[src/rtl/fm_demodulator.sv]
// fm_demodulator: recovers the modulating signal from an offset-binary FM
// sample stream by timing rising midscale crossings (with hysteresis),
// averaging the last few carrier periods and reporting the deviation from a
// nominal period as an offset-binary sample.
module fm_demodulator #(
    parameter int HYST       = 16,
    parameter int MAX_PERIOD = 65535,
    parameter int AVG_LOG2   = 2,
    parameter int GAIN_SHIFT = 0
) (
    input  logic        clk,
    input  logic        rst_n,
    input  logic [9:0]  in_sample,
    input  logic        in_valid,
    input  logic [15:0] ref_period,
    output logic [9:0]  demod_out,
    output logic        demod_valid,
    output logic [15:0] period_out,
    output logic        locked
);

    localparam int DEPTH = 1 << AVG_LOG2;
    localparam int SUM_W = 16 + AVG_LOG2;
    localparam int DEV_W = 18 + GAIN_SHIFT + 1;

    localparam logic [10:0]       HIGH_TH  = 11'(512 + HYST);
    localparam logic [10:0]       LOW_TH   = 11'(511 - HYST);
    localparam logic [15:0]       CNT_LAST = 16'(MAX_PERIOD - 1);
    localparam logic [AVG_LOG2:0] CAP_FULL = (AVG_LOG2 + 1)'(DEPTH);

    typedef enum logic [1:0] {
        HUNT      = 2'd0,
        ARM       = 2'd1,
        WAIT_LOW  = 2'd2,
        WAIT_HIGH = 2'd3
    } state_t;

    state_t             state_q, state_d;
    logic [15:0]        cnt_q, cnt_d;
    logic [15:0]        hist_q [DEPTH];
    logic [15:0]        hist_d [DEPTH];
    logic [AVG_LOG2:0]  cap_q, cap_d;
    logic               locked_q, locked_d;
    logic               pend_q, pend_d;
    logic [9:0]         demod_q, demod_d;
    logic               valid_q, valid_d;
    logic [15:0]        period_q, period_d;

    logic               is_high;
    logic               is_low;
    logic               rec_valid;
    logic [15:0]        rec_period;
    logic               timeout;

    logic [SUM_W-1:0]        sum;
    logic [15:0]             avg;
    logic signed [17:0]      dev18;
    logic signed [DEV_W-1:0] dev_ext;
    logic signed [DEV_W-1:0] dev_sh;
    logic signed [DEV_W-1:0] out_wide;
    logic [9:0]              out_sat;

    // Classify the incoming sample against the hysteresis band around midscale.
    always_comb begin
        is_high = ({1'b0, in_sample} >= HIGH_TH);
        is_low  = ({1'b0, in_sample} <= LOW_TH);
    end

    // Crossing detector and period counter; a timeout drops back to hunting.
    always_comb begin
        state_d    = state_q;
        cnt_d      = cnt_q;
        rec_valid  = 1'b0;
        rec_period = cnt_q + 16'd1;
        timeout    = 1'b0;
        if (in_valid) begin
            case (state_q)
                HUNT: begin
                    if (is_low) begin
                        state_d = ARM;
                    end
                end
                ARM: begin
                    if (is_high) begin
                        cnt_d   = 16'd0;
                        state_d = WAIT_LOW;
                    end
                end
                WAIT_LOW: begin
                    if (cnt_q == CNT_LAST) begin
                        timeout = 1'b1;
                        cnt_d   = 16'd0;
                        state_d = HUNT;
                    end else begin
                        cnt_d = cnt_q + 16'd1;
                        if (is_low) begin
                            state_d = WAIT_HIGH;
                        end
                    end
                end
                WAIT_HIGH: begin
                    if (is_high) begin
                        rec_valid = 1'b1;
                        cnt_d     = 16'd0;
                        state_d   = WAIT_LOW;
                    end else if (cnt_q == CNT_LAST) begin
                        timeout = 1'b1;
                        cnt_d   = 16'd0;
                        state_d = HUNT;
                    end else begin
                        cnt_d = cnt_q + 16'd1;
                    end
                end
                default: begin
                    state_d = HUNT;
                    cnt_d   = 16'd0;
                end
            endcase
        end
    end

    // Period history shift register and captured-period count that drives lock.
    always_comb begin
        for (int i = 0; i < DEPTH; i++) begin
            hist_d[i] = hist_q[i];
        end
        cap_d  = cap_q;
        pend_d = 1'b0;
        if (timeout) begin
            for (int i = 0; i < DEPTH; i++) begin
                hist_d[i] = 16'd0;
            end
            cap_d = '0;
        end else if (rec_valid) begin
            for (int i = DEPTH - 1; i > 0; i--) begin
                hist_d[i] = hist_q[i - 1];
            end
            hist_d[0] = rec_period;
            if (cap_q != CAP_FULL) begin
                cap_d = cap_q + 1'b1;
            end
            pend_d = 1'b1;
        end
        locked_d = (cap_d == CAP_FULL);
    end

    // Average the history and turn the period error into a saturated sample.
    always_comb begin
        sum = '0;
        for (int i = 0; i < DEPTH; i++) begin
            sum = sum + SUM_W'(hist_q[i]);
        end
        avg      = 16'(sum >> AVG_LOG2);
        dev18    = $signed({2'b00, ref_period}) - $signed({2'b00, avg});
        dev_ext  = {{(DEV_W - 18){dev18[17]}}, dev18};
        dev_sh   = dev_ext <<< GAIN_SHIFT;
        out_wide = dev_sh + $signed(DEV_W'(512));
        if (out_wide[DEV_W-1]) begin
            out_sat = 10'd0;
        end else if (out_wide > $signed(DEV_W'(1023))) begin
            out_sat = 10'd1023;
        end else begin
            out_sat = out_wide[9:0];
        end
    end

    // Output stage: publish one cycle after a recorded period, only while locked.
    always_comb begin
        demod_d  = demod_q;
        valid_d  = 1'b0;
        period_d = period_q;
        if (timeout) begin
            demod_d = 10'd512;
        end else if (pend_q && locked_q) begin
            demod_d  = out_sat;
            valid_d  = 1'b1;
            period_d = avg;
        end
    end

    // State registers with asynchronous active-low reset.
    always_ff @(posedge clk or negedge rst_n) begin
        if (!rst_n) begin
            state_q  <= HUNT;
            cnt_q    <= 16'd0;
            for (int i = 0; i < DEPTH; i++) begin
                hist_q[i] <= 16'd0;
            end
            cap_q    <= '0;
            locked_q <= 1'b0;
            pend_q   <= 1'b0;
            demod_q  <= 10'd512;
            valid_q  <= 1'b0;
            period_q <= 16'd0;
        end else begin
            state_q  <= state_d;
            cnt_q    <= cnt_d;
            for (int i = 0; i < DEPTH; i++) begin
                hist_q[i] <= hist_d[i];
            end
            cap_q    <= cap_d;
            locked_q <= locked_d;
            pend_q   <= pend_d;
            demod_q  <= demod_d;
            valid_q  <= valid_d;
            period_q <= period_d;
        end
    end

    assign demod_out   = demod_q;
    assign demod_valid = valid_q;
    assign period_out  = period_q;
    assign locked      = locked_q;

endmodule

[config.mk]
export PLATFORM = sky130hd
export DESIGN_NAME = fm_demodulator
export DESIGN_NICKNAME = d
export VERILOG_FILES = /design/src/rtl/fm_demodulator.sv
export SDC_FILE = /design/constraint.sdc
export NUM_CORES = 1
export LEC_CHECK = 0
export CAP_MARGIN = 10
export CORE_MARGIN = 2
export CORE_UTILIZATION = 59
export CTS_CLUSTER_SIZE = 40
export DETAILED_ROUTE_END_ITERATION = 10
export GPL_ROUTABILITY_DRIVEN = 0
export GPL_TIMING_DRIVEN = 0
export PLACE_DENSITY = 0.81
export SETUP_SLACK_MARGIN = 0.2
export SLEW_MARGIN = 20
export SYNTH_ARGS = -nofsm -noshare
export SYNTH_HDL_FRONTEND = slang
export SYNTH_SLANG_ARGS = --single-unit
[constraint.sdc]
create_clock -name clk -period 8 [get_ports clk]
set_input_delay 1.6 -clock clk [delete_from_list [all_inputs] [get_ports clk]]
set_output_delay 1.6 -clock clk [all_outputs]
set_load 0.05 [all_outputs]
# Yosys cells after proc, flatten, opt, wreduce, memory -nomap -nowiden
# Cells that the tools add are included.
dict set report op_classes {
  addsub 7
  multipliers 0
  div 0
  n_lt_le_gt_ge 3
  n_eq_ne 10
  n_shift 0
  n_mux 31
  bitwise 1
  n_reduce_logical 8
}
# operator count
set ops {}
lappend ops {{64-bit 2-to-1 mux} 2}
lappend ops {{16-bit 2-to-1 mux} 3}
lappend ops {{16-bit one-hot mux with 3 select lines} 1}
lappend ops {{10-bit 2-to-1 mux} 4}
lappend ops {{17-bit by 11-bit adder with 18-bit output (second input constant)} 1}
lappend ops {{17-bit by 16-bit adder with 18-bit output} 1}
lappend ops {{18-bit by 16-bit adder with 18-bit output} 1}
lappend ops {{18-bit by 11-bit > comparator with 1-bit output (second input constant)} 1}
lappend ops {{16-bit by 16-bit adder with 17-bit output} 1}
lappend ops {{16-bit by 16-bit subtractor with 17-bit output} 1}
lappend ops {{16-bit by 1-bit adder with 16-bit output (second input constant)} 1}
lappend ops {{16-bit equality test (second input constant)} 1}
lappend ops {{2-bit 2-to-1 mux} 6}
lappend ops {{10-bit greater-or-equal comparator (second input constant)} 1}
lappend ops {{10-bit by 9-bit <= comparator with 1-bit output (second input constant)} 1}
lappend ops {{1-bit 2-to-1 mux} 10}
lappend ops {{3-bit 2-to-1 mux} 3}
lappend ops {{3-bit inequality test (second input constant)} 3}
lappend ops {{2-bit one-hot mux with 4 select lines} 1}
lappend ops {{5-bit AND reduction} 1}
lappend ops {{2-bit equality test (second input constant)} 2}
lappend ops {{2-bit inequality test (second input constant)} 2}
lappend ops {{2-bit nonzero test} 2}
lappend ops {{3-bit by 1-bit adder with 3-bit output (second input constant)} 1}
lappend ops {{9 further kinds} 9}
dict set report totals {
  ff_bits 114
  latch_bits 0
  ram_bits 0
  mem_bits_ro 0
  in_bits 29
  output_inout_bits 28
  n_memories 0
}

# Logic depth before layout (Yosys ltp)
# Gate-level depths: netlist of run 1.
dict set report depth {
  depth_word 10
  mapped_depth 25
}

# Least setup slack after synthesis of run 1
# Ideal clock, no wire load.
dict set report synth_path {
  kind {reg2reg}
  from {reg hist_q[23] (netlist bit)}
  to {reg demod_q[0], in the netlist demod_out[0]}
  setup_time_ns 0.067
  arrival_ns 6.167
  path_slack_ns 1.766
  stages_incl_launch_ff 24
  synth_period_minus_slack_ns 6.234
  cell_sequence {dfrtp_1 > inv_1 > fa_1 > fa_1 > inv_1 > ha_1 > and2_1 > a221o_1 > a31oi_2 > o21bai_1 > a21oi_1 > xor2_1 > ha_1 > a2111o_1 > or4_1 > and3_1 > o21bai_1 > and3_1 > or3_1 > a21oi_1 > xnor2_1 > a41oi_1 > nor3_2 > a221o_1}
}
dict set report synth_via {
  elab_chain_len 9
}
# element line
set synth_rtl {}
lappend synth_rtl {{start: declaration} 40} ;# logic [15:0] hist_q [DEPTH];
lappend synth_rtl {{start signal: indexed assignment} 199} ;# hist_q[i] <= hist_d[i];
lappend synth_rtl {{17-bit by 16-bit adder with 18-bit output (*)} 151} ;# sum = sum + SUM_W'(hist_q[i]);
lappend synth_rtl {{18-bit by 16-bit adder with 18-bit output (*)} 151}
lappend synth_rtl {{16-bit by 16-bit subtractor with 17-bit output (*)} 154} ;# dev18 = $signed({2'b00, ref_period}) - $signed({2'b00, avg});
lappend synth_rtl {{17-bit by 11-bit adder with 18-bit output (*)} 157} ;# out_wide = dev_sh + $signed(DEV_W'(512));
lappend synth_rtl {{18-bit by 11-bit > comparator with 1-bit output} 160} ;# end else if (out_wide > $signed(DEV_W'(1023))) begin
lappend synth_rtl {{10-bit 2-to-1 mux} 160}
lappend synth_rtl {{10-bit 2-to-1 mux (*)} 158} ;# if (out_wide[DEV_W-1]) begin
lappend synth_rtl {{10-bit 2-to-1 mux (*)} 174} ;# end else if (pend_q && locked_q) begin
lappend synth_rtl {{10-bit 2-to-1 mux (*)} 172} ;# if (timeout) begin
lappend synth_rtl {{end signal: assignment} 204} ;# demod_q <= demod_d;
lappend synth_rtl {{end: declaration} 45} ;# logic [9:0] demod_q, demod_d;
# Mark *: on every way between the ends. The rest lies on a longest branch, timed or not. The select of a mux whose other input is x is not followed.
# A chain may end at the register's enable or synchronous reset.

# Final worst setup path of run 1
dict set report layout_path {
  from {reg hist_q[23] (netlist bit)}
  to {reg demod_q[6], in the netlist demod_out[6]}
}
# The elaborated chain is that of the path after synthesis.

==> results.py, run 1 <==
metrics = {
    "status": {
        "outcome": "finished clean",
    },
    "timing": {
        "min_period_ns": 7.13,
        "timing_max_transition_violations_final": 0,
        "report.final.setup_viol": 0,
        "fin_ws_ns": 0.867,
        "report.final.hold_viol_count": 0,
        "final_worst_path_period_share_pct": 89.2,
        "tightest_slew_ns": 0.887,
        "slew_headroom_pct": 40.9,
        "fin_tns_setup_ns": 0,
        "clock-skew-final_ns": 0.00736,
        "fmaxAchievable_mhz": 140,
        "rsz0062_at_grt": "false",
    },
    "power": {
        "power_density_nw_per_um2": 296,
        "ir_worst_vdd_mv": 0.161,
        "power.static_leakage_nw": 3.76,
    },
    "clock_tree": {
        "clock-root-buffer": "sky130_fd_sc_hd__clkbuf_16",
        "postcts_setup_bufs": 0,
        "tritoncts.num_buffers": 17,
        "insertion_delay_ns": 0.42,
        "path_clk_slew_ns": 0.05,
        "h-tree-depth": 4,
        "postCtsResizedCells": 0,
        "cts-hold-fix-buffers": 0,
        "tritoncts": "built",
        "ctsLongestPathBuffers": 2,
        "clock-sinks": 114,
    },
    "synthesis": {
        "post-synth-top-area-cell": "sky130_fd_sc_hd__dfrtp_1",
        "synth.ff_latch_count": 114,
        "yosys.cell_types.count": 70,
        "yosysTopAreaCellShare_pct": 38.9,
        "synth_seq_area_share_pct": 39.2,
        "post_synth_edffs": 0,
        "total_nets_after_synthesis": 882,
        "yosys_warnings": 0,
        "asr_flop_ratio_synth_pct": 100,
        "dominantRegCellSynth": "sky130_fd_sc_hd__dfrtp_1",
        "synth.cell_area_um2": 7280,
        "syn-mean-instance-area_um2": 9.24,
        "post_synth_main_area_contributors": "sky130_fd_sc_hd__dfrtp_1 39%, sky130_fd_sc_hd__fa_1 9.1%, sky130_fd_sc_hd__nand2_1 6.6%",
        "synthCells": 787,
    },
    "drt": {
        "routed_wl_per_cell_um": 17.0,
        "detail_route.vias_per_cell": 6.05,
        "route.antenna.remaining_nets": 0,
        "dr_total_vias": 6153,
        "routed_wirelength_mm": 17.3,
        "firstDrtPassIters": 6,
        "drtIter0Drc": 481,
        "number_of_design_rule_violations_left_after_detail_routing": 0,
    },
    "final_layout": {
        "layout.nets": 953,
        "commonest_non_fill_non_tap_cell_in_the_layout": "sky130_fd_sc_hd__nand2_1",
        "layout.cells.most_common_list": "127 x sky130_fd_sc_hd__nand2_1, 113 x sky130_fd_sc_hd__dfrtp_1, 80 x sky130_fd_sc_hd__inv_1, 59 x sky130_fd_sc_hd__o21ai_0, 50 x sky130_fd_sc_hd__clkdlybuf4s50_1",
        "filler_cell_count": 879,
        "final-instance-count-excl-fill": 1017,
        "diodes": 0,
        "area.growth.synth_to_final_pct": 18.0,
        "drive_gt1_share_pct": 5.29,
    },
    "floorplanning": {
        "die_width_um": 115,
        "dieArea_um2": 13200,
        "core.rowCount": 40,
        "initial_utilization_pct": 60.6,
        "ios": 57,
        "core_area_um2": 12000,
        "chipHeight_um": 115,
    },
    "global_routing": {
        "grt_max_degree": 66,
        "number_of_global_route_vias_before_repair": 6114,
        "number_of_antenna_violations_at_the_first_check_in_global_routing": 0,
        "global_route.usage.total_pct": 28.0,
        "grt_remaining_overflow": 0,
        "grt_pass1_wl_mm": 28.9,
    },
    "place": {
        "detailedPlace.worstSlack_ns": 0.974,
        "placed_cells_incl_taps": 986,
        "place.port_buffers": 51,
        "hpwl_mm": 12.6,
    },
    "critical_path": {
        "worst_path_class_setup": "reg2reg",
        "timing.critical_path.required_ns": 8.35,
        "worst-path-max-fanout": 9,
        "worst_ep_arrival_time_ns": 7.48,
        "timing.critical_path.from_type": "flop",
        "worst_setup_path_end_kind": "flop",
    },
    "min_path": {
        "timing.hold.worst.class": "reg2reg",
    },
    "run": {
        "cap_violations": 0,
    },
}
-- sequential cells by signal (all words and copies together) (netlist names) --
name	flops
demod_out	10
hist_q	64
cnt_q	16
state_q	2
demod_valid	1
locked	1
pend_q	1
cap_q	3
period_out	16
-- metal layers --
metal | GRT usage, % | vias to the layer above | routed length (um)
li1 | - | 2893 | -
met1 | 34.8 | 3000 | 7160
met2 | 49.2 | 211 | 8790
met3 | 5.22 | 49 | 938
met4 | 9.72 | 0 | 436
met5 | 0 | - | 0
-- worst max-delay path: stages, from the launching register on --
cell and delay, ns:
sky130_fd_sc_hd__dfrtp_1 0.38, sky130_fd_sc_hd__inv_1 0.10, sky130_fd_sc_hd__fa_1 0.44, sky130_fd_sc_hd__fa_1 0.51
sky130_fd_sc_hd__inv_1 0.04, sky130_fd_sc_hd__ha_1 0.39, sky130_fd_sc_hd__and2_1 0.23, sky130_fd_sc_hd__a221o_1 0.36
sky130_fd_sc_hd__a31oi_2 0.40, sky130_fd_sc_hd__o21bai_1 0.11, sky130_fd_sc_hd__a21oi_1 0.20, sky130_fd_sc_hd__xor2_1 0.25
sky130_fd_sc_hd__ha_1 0.32, sky130_fd_sc_hd__a2111o_1 0.41, sky130_fd_sc_hd__or4_1 0.56, sky130_fd_sc_hd__and3_1 0.22
sky130_fd_sc_hd__o21bai_1 0.20, sky130_fd_sc_hd__and3_1 0.24, sky130_fd_sc_hd__or3_1 0.36, sky130_fd_sc_hd__a21oi_1 0.20
sky130_fd_sc_hd__xnor2_1 0.21, sky130_fd_sc_hd__a41oi_1 0.22, sky130_fd_sc_hd__nor3_2 0.50, sky130_fd_sc_hd__a221o_1 0.21
-- cell usage after synthesis, drive strengths merged (11+ instances only) --
master  number
inv         81
nand3       12
a21oi       29
nand2b      11
nor2        26
clkbuf      30
xnor2       20
o31ai       11
ha          33
xor2        16
fa          33
o21ai       62
dfrtp      113
nand2      127
o22ai       47
a221o       11
-- through the flow --
| stage | power [mW] | instance area [um2] | util [%] | hold slack (ns) |
|---|---|---|---|---|
| 2_1_floorplan | 1.47 | 7280 | - | 0.485 |
| 3_3_place_gp | 1.73 | 7970 | 66.4 | 0.462 |
| 3_5_place_dp | 1.78 | 8000 | 66.6 | 0.472 |
| 4_1_cts | 2.55 | 8580 | 71.5 | 0.484 |
| 5_1_grt | 2.68 | 8580 | 71.5 | 0.498 |
| 6_report | 2.54 | 8580 | 71.5 | 0.480 |
-- path summary, 6_finish.rpt --
check                      cells past startpoint                         end  slack, ns                       from
setup / recovery                              23    demod_out[6]$_DFFE_PN0P_       0.87     hist_q[23]$_DFFE_PN0P_
hold / removal                                 2   period_out[6]$_DFFE_PN0P_       0.48  period_out[6]$_DFFE_PN0P_
setup reg to reg                              23    demod_out[6]$_DFFE_PN0P_       0.87     hist_q[23]$_DFFE_PN0P_
hold reg to reg                                2   period_out[6]$_DFFE_PN0P_       0.48  period_out[6]$_DFFE_PN0P_
max in group asynchronous                      2      hist_q[16]$_DFFE_PN0P_       6.22                      rst_n
min in group asynchronous                      1  period_out[12]$_DFFE_PN0P_       1.11                      rst_n
-- area by class of cell --
type / instances / area [um2] / area share (%)
Buffer: 36 / 138 / 1.60
Clock buffer: 21 / 450 / 5.25
Multi-Input combinational cell: 556 / 3980 / 46.4
Sequential cell: 114 / 2850 / 33.2
Inverter: 81 / 304 / 3.54
Tap cell: 147 / 184 / 2.14
Timing Repair Buffer: 52 / 539 / 6.28
Clock inverter: 10 / 135 / 1.57
-- cell families after synthesis --
group	count (synthesis)	synth area share [%]
AND/OR/NAND/NOR	235	15.1
buffers and inverters	117	6.07
flip-flops	114	39.2
AO/OA/AOI/OAI	214	19.5
XOR/XNOR	38	4.95
multiplexers	1	0.138
adder cells (fa/ha/maj)	68	15.1
-- power by group --
part	leakage, nW	internal (mW)	total (mW)	switching (mW)
combinational	1.96	0.385	1.02	0.631
clock	0.287	0.494	0.762	0.268
sequential	1.51	0.693	0.767	0.0739
Power figures use the tool's default switching activity.
==> run 2: changes to the inputs <==
--- a/config.mk
+++ b/config.mk
@@ -7,12 +7,13 @@
 export LEC_CHECK = 0
 export CAP_MARGIN = 10
 export CORE_MARGIN = 2
-export CORE_UTILIZATION = 59
+export CORE_UTILIZATION = 61
+export CTS_BUF_LIST = sky130_fd_sc_hd__clkbuf_8
 export CTS_CLUSTER_SIZE = 40
 export DETAILED_ROUTE_END_ITERATION = 10
 export GPL_ROUTABILITY_DRIVEN = 0
 export GPL_TIMING_DRIVEN = 0
-export PLACE_DENSITY = 0.81
+export PLACE_DENSITY = 0.83
 export SETUP_SLACK_MARGIN = 0.2
 export SLEW_MARGIN = 20
 export SYNTH_ARGS = -nofsm -noshare
==> constraint.sdc (replaced) <==
create_clock -name clk -period 6.6 [get_ports clk]
set_input_delay 1.32 -clock clk [delete_from_list [all_inputs] [get_ports clk]]
set_output_delay 1.32 -clock clk [all_outputs]
set_load 0.05 [all_outputs]
==> results.py, run 2 (synthesized netlist as in run 1, its figures left out) <==
metrics = {
    "drt": {
        "routed_wirelength_mm": 18.0,
        "detail_route.vias_per_cell": 6.04,
        "dr_total_vias": 6253,
        "routed_wl_per_cell_um": 17.4,
        "number_of_design_rule_violations_left_after_detail_routing": 5,
        "drtIter0Drc": 486,
        "route.antenna.remaining_nets": 0,
        "firstDrtPassIters": 8,
    },
    "status": {
        "outcome": "finished, violations left",
        "failed_checks": "design-rule violations",
    },
    "critical_path": {
        "slowest_cell_on_crit_path": "sky130_fd_sc_hd__fa_2",
        "worstReg2RegStart": "hist_q[22]$_DFFE_PN0P_",
        "cp_cell_sequence": "inv_2, fa_2, fa_1, inv_2, ha_4, and2_4, a221o_1, a31oi_4, o21bai_1, a21oi_1, xor2_1, ha_1, a2111o_1, or4_4, and3_4, o21bai_4, a21o_1, xnor2_2, a2111oi_2, a31oi_1, a211oi_2, nor3_4, clkbuf_16, a221o_1",
        "worst_path_class_setup": "reg2reg",
        "crit_path_max_incr_delay_ns": 0.56,
        "cp_num_buf_inv": 3,
        "worst_ep_arrival_time_ns": 6.75,
        "timing.critical_path.required_ns": 6.92,
        "worst-path-max-fanout": 4,
        "worst_setup_path_startpoint": "hist_q[22]$_DFFE_PN0P_",
        "cp_top_family": "compound AO/OA/AOI/OAI gates",
        "worst_setup_path_end_kind": "flop",
        "timing.critical_path.from_type": "flop",
    },
    "clock_tree": {
        "clock-root-buffer": "sky130_fd_sc_hd__clkbuf_8",
        "clock-sinks": 114,
        "tritoncts": "built",
        "tritoncts.num_buffers": 17,
        "insertion_delay_ns": 0.45,
        "ctsLongestPathBuffers": 2,
        "h-tree-depth": 4,
        "path_clk_slew_ns": 0.07,
    },
    "timing": {
        "report.final.hold_viol_count": 0,
        "final_worst_path_period_share_pct": 97.4,
        "min_period_ns": 6.43,
        "clock-skew-final_ns": 0.0124,
        "report.final.setup_viol": 0,
        "slew_headroom_pct": 39.0,
        "timing_max_transition_violations_final": 0,
        "rsz0062_at_grt": "true",
        "fmaxAchievable_mhz": 156,
        "tightest_slew_ns": 0.915,
    },
    "final_layout": {
        "largest_register_ff_count": 64,
        "diodes": 0,
        "finish.utilization_pct": 76.1,
        "drive_gt1_share_pct": 11.8,
        "finish.instance_area_um2": 8760,
        "registers.top_by_ff_count": "hist_q",
        "commonest_non_fill_non_tap_cell_in_the_layout": "sky130_fd_sc_hd__nand2_1",
        "filler_cell_count": 768,
        "layout.cells.most_common_list": "127 x sky130_fd_sc_hd__nand2_1, 113 x sky130_fd_sc_hd__dfrtp_1, 70 x sky130_fd_sc_hd__inv_1, 58 x sky130_fd_sc_hd__o21ai_0, 50 x sky130_fd_sc_hd__clkdlybuf4s50_1",
        "area.growth.synth_to_final_pct": 20.4,
        "layout.nets": 975,
    },
    "power": {
        "power_density_nw_per_um2": 326,
        "intPower_mw": 1.67,
        "power.static_leakage_nw": 3.79,
        "power_frac_clock_pct": 22.6,
        "switchingPower_mw": 1.19,
        "power_frac_comb_pct": 44.9,
        "power.share.sequential_pct": 32.5,
        "ir_worst_vdd_mv": 0.207,
        "netSwitchingFraction_pct": 41.5,
    },
    "global_routing": {
        "grt_pass1_wl_mm": 29.5,
        "grt_max_degree": 62,
        "grt_remaining_overflow": 0,
        "number_of_antenna_violations_at_the_first_check_in_global_routing": 0,
        "number_of_global_route_vias_before_repair": 6207,
        "global_route.usage.total_pct": 28.7,
    },
    "place": {
        "hpwl_mm": 13.0,
        "place.port_buffers": 51,
        "post_dp_cell_area_um2": 7990,
    },
    "floorplanning": {
        "core_area_um2": 11500,
        "core.rowCount": 39,
        "ios": 57,
        "dieArea_um2": 12800,
        "initial_utilization_pct": 63.2,
        "die_width_um": 113,
        "chipHeight_um": 113,
    },
    "min_path": {
        "timing.hold.worst.class": "reg2reg",
        "worst_hold_startpoint": "period_out[14]$_DFFE_PN0P_",
    },
    "run": {
        "cap_violations": 0,
    },
}
-- run 2: cell types whose count changed in the layout (fill, tap and decap cells not counted), moves of 3 or more --
cell / previous run / this run
sky130_fd_sc_hd__inv_1: 80 / 70
sky130_fd_sc_hd__clkbuf_1: 33 / 30
sky130_fd_sc_hd__inv_2: 1 / 12
sky130_fd_sc_hd__buf_4: 0 / 20
sky130_fd_sc_hd__a21oi_1: 27 / 24
sky130_fd_sc_hd__ha_4: 0 / 4
sky130_fd_sc_hd__a21oi_2: 2 / 5
sky130_fd_sc_hd__clkbuf_8: 1 / 18
sky130_fd_sc_hd__clkinvlp_4: 1 / 4
sky130_fd_sc_hd__clkbuf_16: 17 / 1
sky130_fd_sc_hd__ha_1: 33 / 27
-- run 2: path summary, 6_finish.rpt --
kind	cells after the start	to	slack, ns
setup / recovery	24	demod_out[6]$_DFFE_PN0P_	0.17
setup reg to reg	24	demod_out[6]$_DFFE_PN0P_	0.17
min in group asynchronous	1	period_out[8]$_DFFE_PN0P_	0.82
hold / removal	2	period_out[14]$_DFFE_PN0P_	0.48
hold reg to reg	2	period_out[14]$_DFFE_PN0P_	0.48
max in group asynchronous	2	demod_out[9]$_DFFE_PN1P_	5.09
-- run 2: through the flow --
| step | setup slack, ns | hold WS [ns] | total power [mW] | TNS, ns | cells |
|---|---|---|---|---|---|
| finish | 0.173 | 0.485 | 2.86 | 0 | 1036 |
| global placement | -0.250 | 0.462 | 2.09 | -2.25 | 981 |
| detailed placement | -0.399 | 0.470 | 2.15 | -3.59 | 982 |
| floorplan | 0.366 | 0.485 | 1.79 | 0 | 787 |
| global route | -0.0385 | 0.516 | 3.04 | -0.239 | 1036 |
| CTS | 0.224 | 0.485 | 2.82 | 0 | 1021 |
-- run 2: tightest hold or removal path, cell delays in order, from the launching register on --
cell,delay (ns)
sky130_fd_sc_hd__dfrtp_1,0.34
sky130_fd_sc_hd__nand2_1,0.05
sky130_fd_sc_hd__o21ai_0,0.06
-- run 2: cell type report --
cell class	instances	area, um2	share of cell area (%)
clock buffer	18	248	2.83
buffer	36	138	1.57
tap	143	179	2.04
clock inverter	14	140	1.60
multi-input combinational	556	4170	47.5
timing repair buffer	74	734	8.38
sequential	114	2850	32.6
inverter	81	304	3.47
-- run 2: what timing repair did --
item	4_1_cts	5_1_grt
cloned	0	1
buffers inserted	7	14
hold buffers	0	0
pin swaps	7	25
endpoints found under the setup margin	10	10
resized for setup	19	25
-- run 2: metal layers --
metal	global-route usage [%]	vias up	wire, um
met5	0	-	0
met4	9.27	0	432
met3	5.03	50	910
met2	50.0	223	9240
met1	36.5	3045	7420
li1	-	2935	-
-- run 2: power groups by stage --
| stage | registers (mW) | logic [mW] | clock network [mW] |
|---|---|---|---|
| detailed placement | 0.939 | 1.21 | 0 |
| floorplan | 1.20 | 0.588 | 0 |
| global placement | 0.930 | 1.16 | 0 |
| CTS | 0.926 | 1.25 | 0.650 |
| finish | 0.928 | 1.28 | 0.647 |
| global route | 0.947 | 1.40 | 0.688 |
==> variant (config.mk and constraints of run 1) <==
Change the parameter `AVG_LOG2` from 2 to 1.
--- a/src/rtl/fm_demodulator.sv
+++ b/src/rtl/fm_demodulator.sv
@@ -5,7 +5,7 @@
 module fm_demodulator #(
     parameter int HYST       = 16,
     parameter int MAX_PERIOD = 65535,
-    parameter int AVG_LOG2   = 2,
+    parameter int AVG_LOG2   = 1,
     parameter int GAIN_SHIFT = 0
 ) (
     input  logic        clk,
Function: changed (Yosys sat finds a counterexample within 10 cycles, from zero or initial values and one cycle with rst_n low).
==> variant against run 1 <==
  * Critical path type is now primary input to flop
  * Sequential cell count is 33 lower
  * Count of clock-buffer cells in the layout is 12 lower
  * Routed wire length is 34% lower
  * Hold slack better by 10 ps
  * Area after synthesis is 30% lower
  * Setup slack better by 1700 ps
  * Sequential power is 33% lower
  * Power is 50% lower
  * Final area is 31% lower
  * Sequential share of layout area is 0.88 points higher
  * First-iteration DRC count is 57% lower
  * Clock power is 67% lower
==> variant: results (changes against run 1) <==
- Status: completed
- Post-synth top area share: 39.1% (+0.25 points)
- Clock Network Area Fraction: 2.48% (-4.3 points)
- Non-clock buffers, area share: 10.7% (+2.8 points)
- Post-synthesis mux area share: 0% (-0.14 points)
- Final nets: 678 (-29%)
- Net count after synthesis: 614 (-30%)
- Vias: 4344 (-29%)
- DR WL met2: 5.66 mm (-36%)
- Worst VDD drop: 0.000131 V (-19%)
- Met1 usage: 32.3% (-2.5 points)
- CP arrival: 5610 ps (-1870 ps)
- Iter 0 DRT Violations: 207 (-57%)
- Vias in the first global route: 4360 (-29%)
- Slowest CP cell: clkdlybuf4s50_1
- Clock tree root buffer cell: clkbuf_8
- Final HPWL DP: 8.76 mm (-31%)
- Leakage: 2.66 nW (-29%)
- First drt pass iteration count: 5 (-1)
- GRT Util Overall: 25.3% (-2.7 points)
- Nonclk inv count: 22 (-73%)
- First-pass GRT wire length: 19.8 mm (-31%)
- Met3 Use GR: 4.46% (-0.76 points)
- Synth cell count leaders: dfrtp_1, nand2_1, o21ai_0, ha_1, nor2_1
- Max Clock Skew: 11.4 ps (+3.99 ps)
- Nonclk buf count: 74 (-16%)
- Worst slew pin tran: 920 ps (+33.4 ps)
- Post-Synth Adder-Cell Area: 9.26% (-5.8 points)
- WL final: 11.5 mm (-34%)
- Fillers: 619 (-30%)
- Metal-1 WL: 5.23 mm (-27%)
- H-tree depth: 3 (-1)
- Clock Latency Late Sink: 350 ps (-70 ps)
- Clk slew on worst S/H paths: 80 ps (+30 ps)
- Post-Synth XOR/XNOR Area: 6.33% (+1.4 points)
- Met2 Usage GRT: 43.1% (-6.1 points)
- Sequential cell area share: 34.1% (+0.88 points)
- WL met3: 424 um (-55%)
-- variant: power breakdown --
part           total, W  internal (W)  switching [W]
Sequential     0.000517      0.000471      0.0000461
Clock          0.000254      0.000107       0.000147
Combinational  0.000498      0.000197       0.000301
Total           0.00127      0.000774       0.000495
-- variant: per-stage QoR --
step	hold slack [ps]	cell area, um^2	cells	power, W
after floorplan	470	5120	551	0.000867
after global placement	463	5770	708	0.000998
after detailed placement	472	5800	709	0.00102
after CTS	491	5940	722	0.00127
after global routing	522	5940	722	0.00134
final	490	5940	722	0.00127
-- variant: worst paths after layout --
| check | endpoint | start | depth (start not counted) | slack [ps] |
|---|---|---|---|---|
| worst max-delay path | demod_out[7] | ref_period[0] | 17 | 2620 |
| worst min-delay path | period_out[2] | period_out[2] | 2 | 490 |
| worst max register to register | demod_out[7] | hist_q[18] | 21 | 3000 |
| worst min register to register | period_out[2] | period_out[2] | 2 | 490 |
| max in group asynchronous | cnt_q[15] | rst_n | 2 | 6260 |
| min in group asynchronous | demod_valid | rst_n | 1 | 1140 |
